==> config.mk <==
export PLATFORM = sky130hd
export DESIGN_NAME = sr_flag_arbiter
export DESIGN_NICKNAME = d
export VERILOG_FILES = /design/src/rtl/sr_arb_pkg.sv /design/src/rtl/sr.sv /design/src/rtl/sr_flag_arbiter.sv
export SDC_FILE = /design/constraint.sdc
export NUM_CORES = 1
export LEC_CHECK = 0
export BUFFER_PORTS_ARGS = -buffer_cell sky130_fd_sc_hd__clkbuf_2
export CAP_MARGIN = 20
export CORE_AREA = 2 2 58 60
export CTS_BUF_LIST = sky130_fd_sc_hd__clkbuf_4
export DETAILED_ROUTE_END_ITERATION = 12
export DIE_AREA = 0 0 60 62
export GPL_TIMING_DRIVEN = 0
export PLACE_DENSITY_LB_ADDON = 0.05
export SETUP_SLACK_MARGIN = 0.4
export SLEW_MARGIN = 20
export SYNTH_ARGS = -nofsm -noshare
export SYNTH_HDL_FRONTEND = slang
export SYNTH_HIERARCHICAL = 1
export SYNTH_SLANG_ARGS = --single-unit
==> constraint.sdc <==
create_clock -name clk -period 3.6 [get_ports clk]
set_input_delay 0.18 -clock clk [delete_from_list [all_inputs] [get_ports clk]]
set_output_delay 0.18 -clock clk [all_outputs]
set_load 0.005 [all_outputs]
==> src/rtl/sr_arb_pkg.sv <==
// Shared definitions for the round-robin set/reset flag arbiter.
// Holds op encodings, the requester-count bound and the index-width helper.
package sr_arb_pkg;

    localparam logic OP_CLR  = 1'b0;
    localparam logic OP_SET  = 1'b1;
    localparam int   MAX_REQ = 16;

    // Width of a requester index; never narrower than one bit.
    function automatic int idx_width(input int n);
        return (n <= 2) ? 1 : $clog2(n);
    endfunction

endpackage

==> src/rtl/sr.sv <==
// Set/reset flip-flop with synchronous active-low reset.
// Reset and R dominate S, so the output is defined even for S=R=1.
module sr (
    input  logic clk,
    input  logic n_rst,
    input  logic R,
    input  logic S,
    output logic Q
);

    always_ff @(posedge clk) begin
        if (!n_rst)
            Q <= 1'b0;
        else if (R)
            Q <= 1'b0;
        else if (S)
            Q <= 1'b1;
    end

endmodule

==> src/rtl/sr_flag_arbiter.sv <==
// Round-robin arbiter turning granted set/clear commands into registered S/R pulses.
// Define SR_ARB_LOCK_EN to make the flag a mutex with owner tracking and reject pulses.
module sr_flag_arbiter
    import sr_arb_pkg::*;
#(
    parameter int NUM_REQ = 4,
    parameter int IDW     = idx_width(NUM_REQ)
) (
    input  logic               clk,
    input  logic               n_rst,
    input  logic [NUM_REQ-1:0] req_valid,
    input  logic [NUM_REQ-1:0] req_op,
    output logic [NUM_REQ-1:0] gnt,
    output logic [IDW-1:0]     gnt_id,
    output logic               sr_s,
    output logic               sr_r,
    output logic               flag,
    output logic               err,
    output logic [IDW-1:0]     owner_id,
    output logic               owner_valid
);

    localparam logic [IDW:0]   NUM_REQ_W = (IDW+1)'(NUM_REQ);
    localparam logic [IDW-1:0] LAST_ID   = IDW'(NUM_REQ - 1);

    logic [IDW-1:0] ptr;
    logic [IDW:0]   cand_sum;
    logic [IDW-1:0] cand;
    logic           found;
    logic           hs;
    logic           win_op;

    always_comb begin
        // NOTE: every signal written here gets a default first, so no path leaves it unassigned and no latch is inferred.
        gnt      = '0;
        gnt_id   = '0;
        found    = 1'b0;
        cand_sum = '0;
        cand     = '0;
        for (int k = 0; k < NUM_REQ; k++) begin
            cand_sum = {1'b0, ptr} + (IDW+1)'(k);
            if (cand_sum >= NUM_REQ_W)
                cand_sum = cand_sum - NUM_REQ_W;
            cand = cand_sum[IDW-1:0];
            if (!found && req_valid[cand]) begin
                found     = 1'b1;
                gnt[cand] = 1'b1;
                gnt_id    = cand;
            end
        end
        if (!n_rst) begin
            gnt    = '0;
            gnt_id = '0;
        end
    end

    // gnt is already qualified by req_valid, so any grant bit is a handshake.
    assign hs     = |gnt;
    assign win_op = req_op[gnt_id];

    always_ff @(posedge clk) begin
        // NOTE: sequential state uses non-blocking assignments so every flop samples pre-edge values.
        if (!n_rst)
            ptr <= '0;
        else if (hs)
            ptr <= (gnt_id == LAST_ID) ? '0 : gnt_id + IDW'(1);
    end

`ifdef SR_ARB_LOCK_EN
    // Ownership follows the handshake rather than flag, so back-to-back sets resolve correctly.
    always_ff @(posedge clk) begin
        if (!n_rst) begin
            sr_s        <= 1'b0;
            sr_r        <= 1'b0;
            err         <= 1'b0;
            owner_valid <= 1'b0;
            owner_id    <= '0;
        end else begin
            sr_s <= 1'b0;
            sr_r <= 1'b0;
            err  <= 1'b0;
            if (hs) begin
                if (win_op == OP_SET) begin
                    if (!owner_valid) begin
                        sr_s        <= 1'b1;
                        owner_valid <= 1'b1;
                        owner_id    <= gnt_id;
                    end else begin
                        err <= 1'b1;
                    end
                end else if (owner_valid && owner_id == gnt_id) begin
                    sr_r        <= 1'b1;
                    owner_valid <= 1'b0;
                end else begin
                    err <= 1'b1;
                end
            end
        end
    end
`else
    always_ff @(posedge clk) begin
        if (!n_rst) begin
            sr_s <= 1'b0;
            sr_r <= 1'b0;
        end else begin
            sr_s <= hs && (win_op == OP_SET);
            sr_r <= hs && (win_op == OP_CLR);
        end
    end

    assign err         = 1'b0;
    assign owner_valid = 1'b0;
    assign owner_id    = '0;
`endif

    sr u_sr (
        .clk   (clk),
        .n_rst (n_rst),
        .R     (sr_r),
        .S     (sr_s),
        .Q     (flag)
    );

endmodule

==> out/metrics.yaml <==
fin_util_pct: 39.5
clock_path_buffers: 2
avgSynthCellArea_um2: 7.76
antenna_cells: 0
critPathKind: "reg -> out"
worstSkewPairLatency_ps: 230
clkTransAtPathRegs_ps: 40
crit_chain: "buf_8 > buf_6 > clkinvlp_4 > ha_1 > buf_2 > or3b_2 > a211oi_2 > or3_1 > clkbuf_4 > nand2_1 > a21boi_0 > clkbuf_2"
grt_pass1_wl_um: 4360
clock_sinks: 5
endpoint_kind: "output port"
rows: 21
dieArea_mm2: 0.00372
finalSetupViolCount: 0
drcViolationCount: 0
period_share_pct: 82.8
synth_edf_count: 0
fill_cells: 337
outcome: "finished clean"
die_y_um: 62
viasPerCell: 5.25
io_pins: 23
layoutNonFillerInstCount: 204
ir_drop_mv: 0.202
maxCapViolCount: 0
synth_ff_type: "dfxtp_1"
timing.fmax_ghz: 0.336
maxSlewViolCount: 0
critPathRequiredTime_ps: 3420
syn_area_mm2: 0.00102
ctsHoldBuffers: 0
ys_ff_latch: 5
hold-path-cell-count: 2
io_buffers: 18
rr_worst_depth: 12
hold_start: "n_rst"
synth_cells: 132
hp-class: "in -> reg"
core_mm2: 0.00318
worstSetupStartpointType: "flop"
cp_max_fo: 10
area_growth_pct: 22.6
synthTopCellsByArea: "dfxtp_1, ha_1, mux4_2"
clockRootBuffer: "clkbuf_4"
power_density_mw_per_mm2: 675
path_buf_inv: 6
dieWidth_um: 60
grt_usage_pct: 14.9
rr_startpoint: "ptr[0]$_SDFFE_PN0P_"
yosys.cell_types.count: 51
cts_tree: "yes"
min_period_ps: 2980
grt_start_max_net_pins: 11
layout.cells.most_common: "clkbuf_2"
nNetsFinal: 176
netlist.area_leader.share_pct: 9.77
finalClockSkew_ps: 0.447
startpoint: "ptr[0]$_SDFFE_PN0P_"
layout-drive-gt1-share_pct: 30.4
synth-warning-count: 6
synth-seq-area-share_pct: 9.77
async_flop_share_pct: 0
ant_nets: 0
crit_family: "buffers and inverters"
numPlacedInstances: 199
worst_ep_arrival_time_ps: 2800
routed_wl_um: 2660
hold_viol: 0
yosys.area.top_type: "dfxtp_1"
slowest_stage: "or3b_2"
drt_first_pass_iters: 6
vias: 1071
htree_levels: 1
drt_iter0_markers: 30
avgRoutedWirePerCell_um: 13.0
grt_pass1_vias: 945
min_to: "u_sr/Q$_SDFFE_PP0P_"
initial_utilization_pct: 32.2
rsz0062_at_grt: "no"
dp_hpwl_um: 2070
max_stage_delay_ps: 480
r2r_slack_ps: 700
final_cell_mix: "clkbuf_2, nand2_1"
antenna_found_initial: 0
grt_overflow: 0
finalWeightedCongestion: 0.822
leakagePower_nw: 0.505
numCtsBuffers: 3
r2r_end: "sr_s$_SDFF_PN0_"
fin_tns_setup_ps: 0
-- timing repair --
item,CTS,global route
setup endpoints to repair,10,8
buffers inserted,1,0
resized for setup,5,7
-- state kept, by name, indices dropped and copies added, names as in the netlist --
name,count
sr_r,1
sr_s,1
ptr,2
u_sr/Q,1
-- where the power goes --
group	switching, W	leakage (nW)	internal (W)
clock	0.0000193	0.0184	0.0000492
combinational	0.000365	0.445	0.000309
sequential	0.0000231	0.0421	0.0000822
-- cell usage after synthesis (all sizes together), types with 4 or more instances --
| library cell | number |
|---|---|
| nor3b | 5 |
| nand3b | 4 |
| a21oi | 7 |
| clkbuf | 5 |
| o21ai | 6 |
| ha | 7 |
| a211oi | 4 |
| inv | 8 |
| dfxtp | 5 |
| nor2 | 7 |
| buf | 10 |
| nand2 | 8 |
| o211ai | 5 |
-- through the flow --
step	instance area (µm²)	total power, W	setup slack, ps	hold WS (ps)
floorplan	1040	0.000591	687	337
global placement	1180	0.000737	174	422
detailed placement	1180	0.000743	127	424
CTS	1230	0.000836	411	209
global route	1260	0.000936	426	210
finish	1260	0.000848	620	209
-- routing by layer --
layer | up-vias | routed length (µm) | global-route usage [%]
met5 | - | 0 | 0
li1 | 546 | - | -
met2 | 9 | 1350 | 25.6
met3 | 0 | 45 | 1.45
met1 | 516 | 1270 | 20.7
met4 | 0 | 0 | 1.90
-- layout make-up --
type | count | area, µm² | share of cell area, %
Tap cell | 46 | 57.6 | 4.58
Buffer | 15 | 111 | 8.86
Multi-Input combinational cell | 107 | 822 | 65.4
Sequential cell | 5 | 104 | 8.27
Inverter | 8 | 33.8 | 2.69
Timing Repair Buffer | 19 | 97.6 | 7.77
Clock buffer | 4 | 30.0 | 2.39
-- worst max path at each step --
stage | endpoint | slack [ps] | cells after the start
after global placement | sr_s$_SDFF_PN0_ | 170 | 12
final | gnt[2] | 620 | 12
after CTS | gnt[0] | 410 | 12
after floorplan | sr_s$_SDFF_PN0_ | 690 | 12
after global routing | gnt[0] | 430 | 12
after detailed placement | sr_s$_SDFF_PN0_ | 130 | 12
-- cells by family (layout without fill, tap and decap cells) --
| group | Yosys count | count (layout) | share of synthesized area [%] |
|---|---|---|---|
| AOI/OAI and AO/OA | 45 | 45 | 32.4 |
| adders and majority gates | 7 | 7 | 8.55 |
| buffers and inverters | 23 | 46 | 12.1 |
| DFF | 5 | 5 | 9.77 |
| muxes | 7 | 7 | 10.7 |
| other | 1 | 4 | 0.366 |
| and+or+nand+nor | 44 | 44 | 26.1 |
No activity file was read; power rests on OpenSTA's default activity.
